===== src/rtl/conv_psum_accum.sv =====
// Partial-sum accumulator: sums acc_len+1 signed results, rounds/shifts, buffers points in a 2-entry FIFO.
// Optional CONV_PSUM_ACCUM_SAT_EN enables output saturation; otherwise the output wraps to out_width bits.
module conv_psum_accum #(
  parameter int  in_width         = 32,
  parameter int  acc_width        = 40,
  parameter int  out_width        = 16,
  parameter int  frac_shift       = 8,
  parameter int  acc_len_width    = 8,
  parameter real simulation_delay = 1
) (
  input  logic                     clk,
  input  logic                     rst_n,
  input  logic                     clear,
  input  logic [acc_len_width-1:0] acc_len,
  input  logic [in_width-1:0]      s_res_data,
  input  logic                     s_res_valid,
  output logic                     s_res_ready,
  output logic [out_width-1:0]     m_out_data,
  output logic                     m_out_sat,
  output logic                     m_out_valid,
  input  logic                     m_out_ready
);

  // Kept for drop-in compatibility; register updates here are zero-delay.
  localparam real unused_sim_delay = simulation_delay;

  localparam logic [acc_width:0] ONE = 1;
  localparam logic signed [acc_width:0] RND =
    (frac_shift == 0) ? {(acc_width + 1){1'b0}} : (ONE << ((frac_shift > 0) ? frac_shift - 1 : 0));

  logic [acc_len_width-1:0]    cnt;
  logic [acc_len_width-1:0]    len_lat;
  logic [acc_len_width-1:0]    len_eff;
  logic signed [acc_width-1:0] acc;
  logic signed [acc_width-1:0] elem_ext;
  logic signed [acc_width-1:0] sum_now;
  logic signed [acc_width-1:0] r_sum;
  logic signed [acc_width:0]   r_sum_x;
  logic signed [acc_width:0]   t_full;
  logic                        r_valid;
  logic                        last;
  logic                        hs;
  logic [2:0]                  occ;
  logic [out_width-1:0]        r_data;
  logic                        r_sat;

  logic [out_width:0]          mem [2];
  logic                        wr_ptr;
  logic                        rd_ptr;
  logic [1:0]                  fifo_cnt;
  logic                        pop;

  always_comb begin
    elem_ext = acc_width'(signed'(s_res_data));
    sum_now  = (cnt == '0) ? elem_ext : acc + elem_ext;
    len_eff  = (cnt == '0) ? acc_len : len_lat;
    last     = (cnt == len_eff);
    occ      = {1'b0, fifo_cnt} + {2'b00, r_valid};
  end

  // Final elements wait for buffer room; non-final ones never do.
  assign s_res_ready = ~last | (occ <= 3'd1);
  assign hs          = s_res_valid & s_res_ready;

  always_ff @(posedge clk or negedge rst_n) begin
    if (!rst_n) begin
      cnt     <= '0;
      len_lat <= '0;
      acc     <= '0;
      r_sum   <= '0;
      r_valid <= 1'b0;
    end else if (clear) begin
      cnt     <= '0;
      acc     <= '0;
      r_valid <= 1'b0;
    end else begin
      r_valid <= hs & last;
      if (hs) begin
        if (cnt == '0) len_lat <= acc_len;
        acc <= sum_now;
        if (last) begin
          cnt   <= '0;
          r_sum <= sum_now;
        end else begin
          cnt <= cnt + 1'b1;
        end
      end
    end
  end

  always_comb begin
    r_sum_x = (acc_width + 1)'(r_sum);
    t_full  = (r_sum_x + RND) >>> frac_shift;
  end

`ifdef CONV_PSUM_ACCUM_SAT_EN
  localparam logic signed [acc_width:0] O_MAX =
    {{(acc_width + 2 - out_width){1'b0}}, {(out_width - 1){1'b1}}};
  localparam logic signed [acc_width:0] O_MIN = ~O_MAX;

  always_comb begin
    r_data = t_full[out_width-1:0];
    r_sat  = 1'b0;
    if (t_full > O_MAX) begin
      r_data = {1'b0, {(out_width - 1){1'b1}}};
      r_sat  = 1'b1;
    end else if (t_full < O_MIN) begin
      r_data = {1'b1, {(out_width - 1){1'b0}}};
      r_sat  = 1'b1;
    end
  end
`else
  logic unused_t_hi;
  assign unused_t_hi = ^t_full[acc_width:out_width];
  assign r_data      = t_full[out_width-1:0];
  assign r_sat       = 1'b0;
`endif

  assign m_out_valid             = (fifo_cnt != 2'd0);
  assign pop                     = m_out_valid & m_out_ready;
  assign {m_out_data, m_out_sat} = mem[rd_ptr];

  // R always has room: the ready rule keeps fifo_cnt + r_valid <= 2.
  always_ff @(posedge clk or negedge rst_n) begin
    if (!rst_n) begin
      mem[0]   <= '0;
      mem[1]   <= '0;
      wr_ptr   <= 1'b0;
      rd_ptr   <= 1'b0;
      fifo_cnt <= '0;
    end else if (clear) begin
      mem[0]   <= '0;
      mem[1]   <= '0;
      wr_ptr   <= 1'b0;
      rd_ptr   <= 1'b0;
      fifo_cnt <= '0;
    end else begin
      if (r_valid) begin
        mem[wr_ptr] <= {r_data, r_sat};
        wr_ptr      <= ~wr_ptr;
      end
      if (pop) rd_ptr <= ~rd_ptr;
      case ({r_valid, pop})
        2'b10:   fifo_cnt <= fifo_cnt + 2'd1;
        2'b01:   fifo_cnt <= fifo_cnt - 2'd1;
        default: fifo_cnt <= fifo_cnt;
      endcase
    end
  end

endmodule


===== config.mk =====
export PLATFORM = sky130hd
export DESIGN_NAME = conv_psum_accum
export DESIGN_NICKNAME = d
export VERILOG_FILES = /design/src/rtl/conv_psum_accum.sv
export SDC_FILE = /design/constraint.sdc
export NUM_CORES = 1
export LEC_CHECK = 0
export BUFFER_PORTS_ARGS = -buffer_cell sky130_fd_sc_hd__buf_4
export CAP_MARGIN = 10
export CORE_MARGIN = 2
export CORE_UTILIZATION = 51
export DETAILED_ROUTE_END_ITERATION = 7
export PLACE_DENSITY_LB_ADDON = 0.1
export SYNTH_ARGS = -nofsm -noshare
export SYNTH_HDL_FRONTEND = slang
export SYNTH_SLANG_ARGS = --single-unit

===== constraint.sdc =====
create_clock -name clk -period 3.3 [get_ports clk]
set_input_delay 0.165 -clock clk [delete_from_list [all_inputs] [get_ports clk]]
set_output_delay 0.165 -clock clk [all_outputs]
set_load 0.02 [all_outputs]

* Word-level counts from Yosys, hierarchy flattened
Index checks and enable logic that the tools add are counted.
** Storage, ports and cells
- Logic and storage cells :: 64
- Output and inout port bits :: 19
- Bits in registers :: 119
- Bits of input ports :: 45
** Cells by class
- Reductions and logical operators :: 9
- $lt $le $gt $ge :: 4
- Muxes and demuxes :: 22
- Bitwise gates (word level) :: 10
- Equality and inequality tests :: 3
- Add/subtract/negate cells :: 6
** Operator list (count)
- $mux W40 :: 3
- $mux W17 :: 4
- $mux W34 :: 2
- $add A40 B32 Y40 :: 1
- $bwmux W34 :: 1
- $mux W8 :: 4
- $add A24 B9 Y24 const B :: 1
- $demux W17 S1 :: 1
- $add A8 B1 Y8 const B :: 1
- $eq A8 B8 Y1 :: 1
- $logic_not A8 Y1 :: 1
- $reduce_bool A2 Y1 :: 4
- $mux W1 :: 5
- $ge A2 B2 Y1 const B :: 2
- $not A1 Y1 :: 4
- $not A1 Y2 :: 2
- $pmux W2 S2 :: 1
- $add A2 B1 Y3 :: 1
- $and A1 B1 Y1 :: 3
- $le A3 B1 Y1 const B :: 1
- $reduce_and A3 Y1 :: 1
- $reduce_bool A3 Y1 :: 1
- $add A2 B1 Y2 const B :: 1
- $eq A2 B1 Y1 const B :: 1
- 7 further kinds :: 7

* Longest topological paths before layout
- Word-level depth :: 8
- Mapped depth :: 13
- Gate-level depth less buffers :: 10

* Worst setup path after synthesis
No wires, ideal clock.
- Kind :: register to register
- From :: register cnt[0]
- To :: register r_sum[10]
- Buffers on the path :: 3
- Arrival time :: 2.841 ns
- Library setup time :: 0.125 ns
- Data required time :: 3.175 ns
- Clock period less this slack :: 2.966 ns
- Path slack :: 0.334 ns
- Cell stages (with the launch flop) :: 14
- Cell sequence :: dfrtp_1 > inv_1 > ha_1 > or4b_4 > buf_6 > o211a_1 > a31oi_1 > and4b_1 > nand2_2 > or3_1 > buf_2 > clkinv_2 > buf_12 > mux2_4
** On the way
- Word-level cells in the longest chain between the ends :: 7
- Elaborated cells on any way between the ends :: 8
- Those cells by class :: eq/ne (1); mux (2); bitwise (3); reduce/logical (2)
** RTL lines
- start, declared :: line 31 : logic [acc_len_width-1:0] cnt;
- start signal, assigned :: line 85 : cnt <= cnt + 1'b1;
- $logic_not A8 Y1 :: line 55, 56
- $mux W8
- $eq A8 B8 Y1 :: line 57 : last = (cnt == len_eff);
- $not A1 Y1 :: line 62 : assign s_res_ready = ~last | (occ <= 3'd1);
- $or A1 B1 Y1 :: line 62
- $and A1 B1 Y1 :: line 63 : assign hs = s_res_valid & s_res_ready;
- $reduce_and A3 Y1 (no line)
- end signal, assigned :: line 83 : r_sum <= sum_now;
- end, declared :: line 37 : logic signed [acc_width-1:0] r_sum;
Parallel ways exist; a longest one is shown, timed or not.
A chain may end at the register's enable or synchronous reset.

* Worst setup path after layout
- From :: register cnt[0]
- To :: register r_sum[23]
Same word-level chain as after synthesis.

==> impl_metrics.tcl <==
set metrics [dict create \
    status "completed" \
    timing_worst_setup_path_type "reg2reg" \
    die_height_um 112 \
    final.setup.worst_slack_ns 0.177 \
    tritoncts "yes" \
    layout_commonest_cell "sky130_fd_sc_hd__dfrtp_1" \
    dp_hpwl_mm 9.77 \
    globalRoute.busiestLayer "met2" \
    syn_to_final_growth_pct 14.1 \
    initial_core_util 0.522 \
    fillerInstances 1019 \
    power_leakage_nw 3.11 \
    min-delay-start "acc_len[3]" \
    cts-root-buf "sky130_fd_sc_hd__clkbuf_16" \
    met3_layer_usage_reported_by_global_route 0.0343 \
    ctsHtreeMaxLevel 3 \
    drt-wirelength-per-cell_um 16.2 \
    timing.hold.worst_path_depth 2 \
    placement.setup.worst_slack_ns 0.209 \
    die_area_um2 12500 \
    most-common-layout-cells "94 x sky130_fd_sc_hd__dfrtp_1, 68 x sky130_fd_sc_hd__buf_4, 63 x sky130_fd_sc_hd__nor2_1, 61 x sky130_fd_sc_hd__nand2_1, 43 x sky130_fd_sc_hd__o21ai_0" \
    port-buffer-count 54 \
    synth_sequential_area_ratio 0.396 \
    cap_violations 0 \
    synth-edff-count 0 \
    place.gp.congestion 0.924 \
    fin_cells 832 \
    layout_min_cycle_time_ns 3.12 \
    final_min_period_over_clock_period 0.946 \
    rsz0062_at_grt "false" \
    clock_latency_late_sink_ns 0.35 \
    rr_worst_depth 10 \
    synth.top_cells.by_area "sky130_fd_sc_hd__dfrtp_1 40%, sky130_fd_sc_hd__ha_1 6.3%, sky130_fd_sc_hd__mux2_2 4.6%, sky130_fd_sc_hd__a211oi_1 4.2%, sky130_fd_sc_hd__nor2_1 4.0%" \
    syn-cell-area_um2 5940 \
    synthArstFlopShare 1.00 \
    hold_viol_final 0 \
    cp_top_family "simple AND/OR/NAND/NOR gates" \
    synth_top_flop_cell "sky130_fd_sc_hd__dfrtp_1" \
    post_cts_setup_repair_buffer_count 0 \
    route.detailed.vias_per_inst 5.77 \
    worst_min_delay_path_endpoint "len_lat[3]" \
    wl_mm 13.5 \
    post_cts_clock_slew_at_the_launch_and_capture_registers_of_the_worst_setup_and_hold_paths_ns 0.07 \
    report.final.slew_viol_count 0 \
    critical_path.cell_chain "inv_1 > ha_1 > or4b_4 > o211a_1 > a31oi_1 > and4b_1 > nand2_2 > or3_1 > clkinv_2 > mux2_2" \
    die_w_um 112 \
    first_global_vias 4703 \
    placed_cells_incl_taps 815 \
    grt_first_pass_wirelength_mm 22.7 \
    ys_seq_elements 94 \
    vdd_ir_drop_max_uv 365 \
    reg_to_reg_slack_setup_ns 0.18 \
    maxClockFrequency_ghz 0.320 \
    timing.critical_path.to_type "flop" \
    totalNegativeSetupSlack_ns 0 \
    tightestPinTransition_ns 1.11 \
    area_share_of_the_largest_cell_type_after_synthesis 0.396 \
    critical_path.slowest_cell "sky130_fd_sc_hd__or4b_4" \
    yosysWarnings 0 \
    clk_path_buf_depth 2 \
    setup_viol 0 \
    ioPinCount 64 \
    placementRows 39 \
    globalRouteMet2Util 0.365 \
    clock_sink_count 94 \
    track_usage 0.225 \
    syn-num-nets 717 \
    dr.pass1.iters 5 \
    grt_antenna_before_repair 0 \
    worst_clock_skew_ns 0.00787 \
    power_density_nw_per_um2 501 \
    worstPathBufferInverterCount 2 \
    finalInstanceArea_um2 6770 \
    post-route-drc-count 0 \
    avgSynthCellArea_um2 9.26 \
    num_antenna_cells 0 \
    cts_inserted_buffers 9 \
    ys_types 68 \
    via_count 4804 \
    synth_largest_area_cell "sky130_fd_sc_hd__dfrtp_1" \
    post_synth_inst_count 641 \
    cp_max_fo 11 \
    slowest_delay_ns 0.54 \
    dr.first_iter.drc_count 321 \
    layout.nets 760 \
    grt_max_degree 60 \
    maxSlewHeadroom 0.263 \
    postPlaceCellArea_um2 6460 \
    endpoint_of_the_most_critical_register_to_register_path "r_sum[23]" \
    worst-endpoint-arrival_ns 3.37 \
    class_of_the_worst_hold_path "in2reg" \
    met1_usage 0.304 \
    worst_ep_required_time_ns 3.54 \
    floorplan.core_area_um2 11400 \
    final_layout_size_suffix_gt1_frac 0.186 \
    crit-reg2reg-launch "cnt[0]" \
    crit_path_start_kind "flop" \
    postRouteAntennaNets 0 \
    grt.overflow.total 0 \
]
[registers in the layout, summed over array words and instances (netlist names)]
signal,cells
acc,24
r_sum,17
len_lat,8
cnt,8
mem,32
fifo_cnt,2
rd_ptr,1
r_valid,1
wr_ptr,1
[cell usage after synthesis (10+ instances only)]
| cell type | instances |
|---|---|
| sky130_fd_sc_hd__clkbuf_1 | 25 |
| sky130_fd_sc_hd__a21oi_1 | 31 |
| sky130_fd_sc_hd__a211oi_1 | 33 |
| sky130_fd_sc_hd__dfrtp_1 | 94 |
| sky130_fd_sc_hd__ha_1 | 30 |
| sky130_fd_sc_hd__nor2_1 | 64 |
| sky130_fd_sc_hd__xnor2_1 | 16 |
| sky130_fd_sc_hd__a31oi_1 | 10 |
| sky130_fd_sc_hd__a21o_1 | 11 |
| sky130_fd_sc_hd__nand3_1 | 28 |
| sky130_fd_sc_hd__nand2_1 | 61 |
| sky130_fd_sc_hd__inv_1 | 17 |
| sky130_fd_sc_hd__mux2_2 | 24 |
| sky130_fd_sc_hd__o21ai_0 | 43 |
| sky130_fd_sc_hd__xor2_1 | 21 |
| sky130_fd_sc_hd__mux2i_1 | 10 |
[cell type report]
| class | count | area [µm²] | share of cell area |
|---|---|---|---|
| Multi-Input combinational cell | 491 | 3330 | 0.492 |
| Sequential cell | 94 | 2350 | 0.347 |
| Timing Repair Buffer | 70 | 541 | 0.0798 |
| Clock buffer | 10 | 229 | 0.0338 |
| Tap cell | 143 | 179 | 0.0264 |
| Clock inverter | 6 | 68.8 | 0.0102 |
| Inverter | 18 | 68.8 | 0.0102 |
[worst max-delay path by stage]
stage	startpoint	depth (start not counted)	slack, ns	endpoint
after global placement	cnt[0]	10	0.27	r_sum[23]
after floorplan	cnt[0]	13	0.33	r_sum[10]
after global routing	cnt[0]	10	0.004	r_sum[23]
after detailed placement	cnt[0]	10	0.21	r_sum[23]
after CTS	cnt[0]	10	0.16	r_sum[23]
final	cnt[0]	10	0.18	r_sum[23]
[timing repair]
action,in CTS,in global routing
endpoints found under the hold margin,57,0
setup endpoints to repair,0,8
hold buffers,1,0
gates resized for setup,0,1
[logic make-up after synthesis]
family          Yosys count  synth area share
simple gates            202             0.159
compound gates          179             0.199
flops                    94             0.396
buf+inv                  56            0.0436
mux                      41            0.0801
xor+xnor                 37            0.0546
fa+ha+maj                31            0.0666
other cells               1          0.000632
[routing by layer]
metal  part of all wire  vias to the layer above
met3              0.039                       17
met5                  0                        -
li1                   -                     2408
met2               0.47                       94
met1               0.48                     2285
met4              0.019                        0
[where the power goes]
part	internal (mW)	total (mW)	switching (mW)
Clock	0.593	1.06	0.465
Sequential	1.30	1.44	0.139
Combinational	0.414	0.898	0.484
[metrics by stage]
step	utilization	hold slack, ns	power, mW
2_1_floorplan	-	-0.131	2.09
3_3_place_gp	0.569	0.281	2.32
3_5_place_dp	0.569	0.288	2.35
4_1_cts	0.596	0.0526	3.42
5_1_grt	0.596	0.0532	3.60
6_report	0.596	0.0631	3.39
Power figures use the tool's default switching activity.
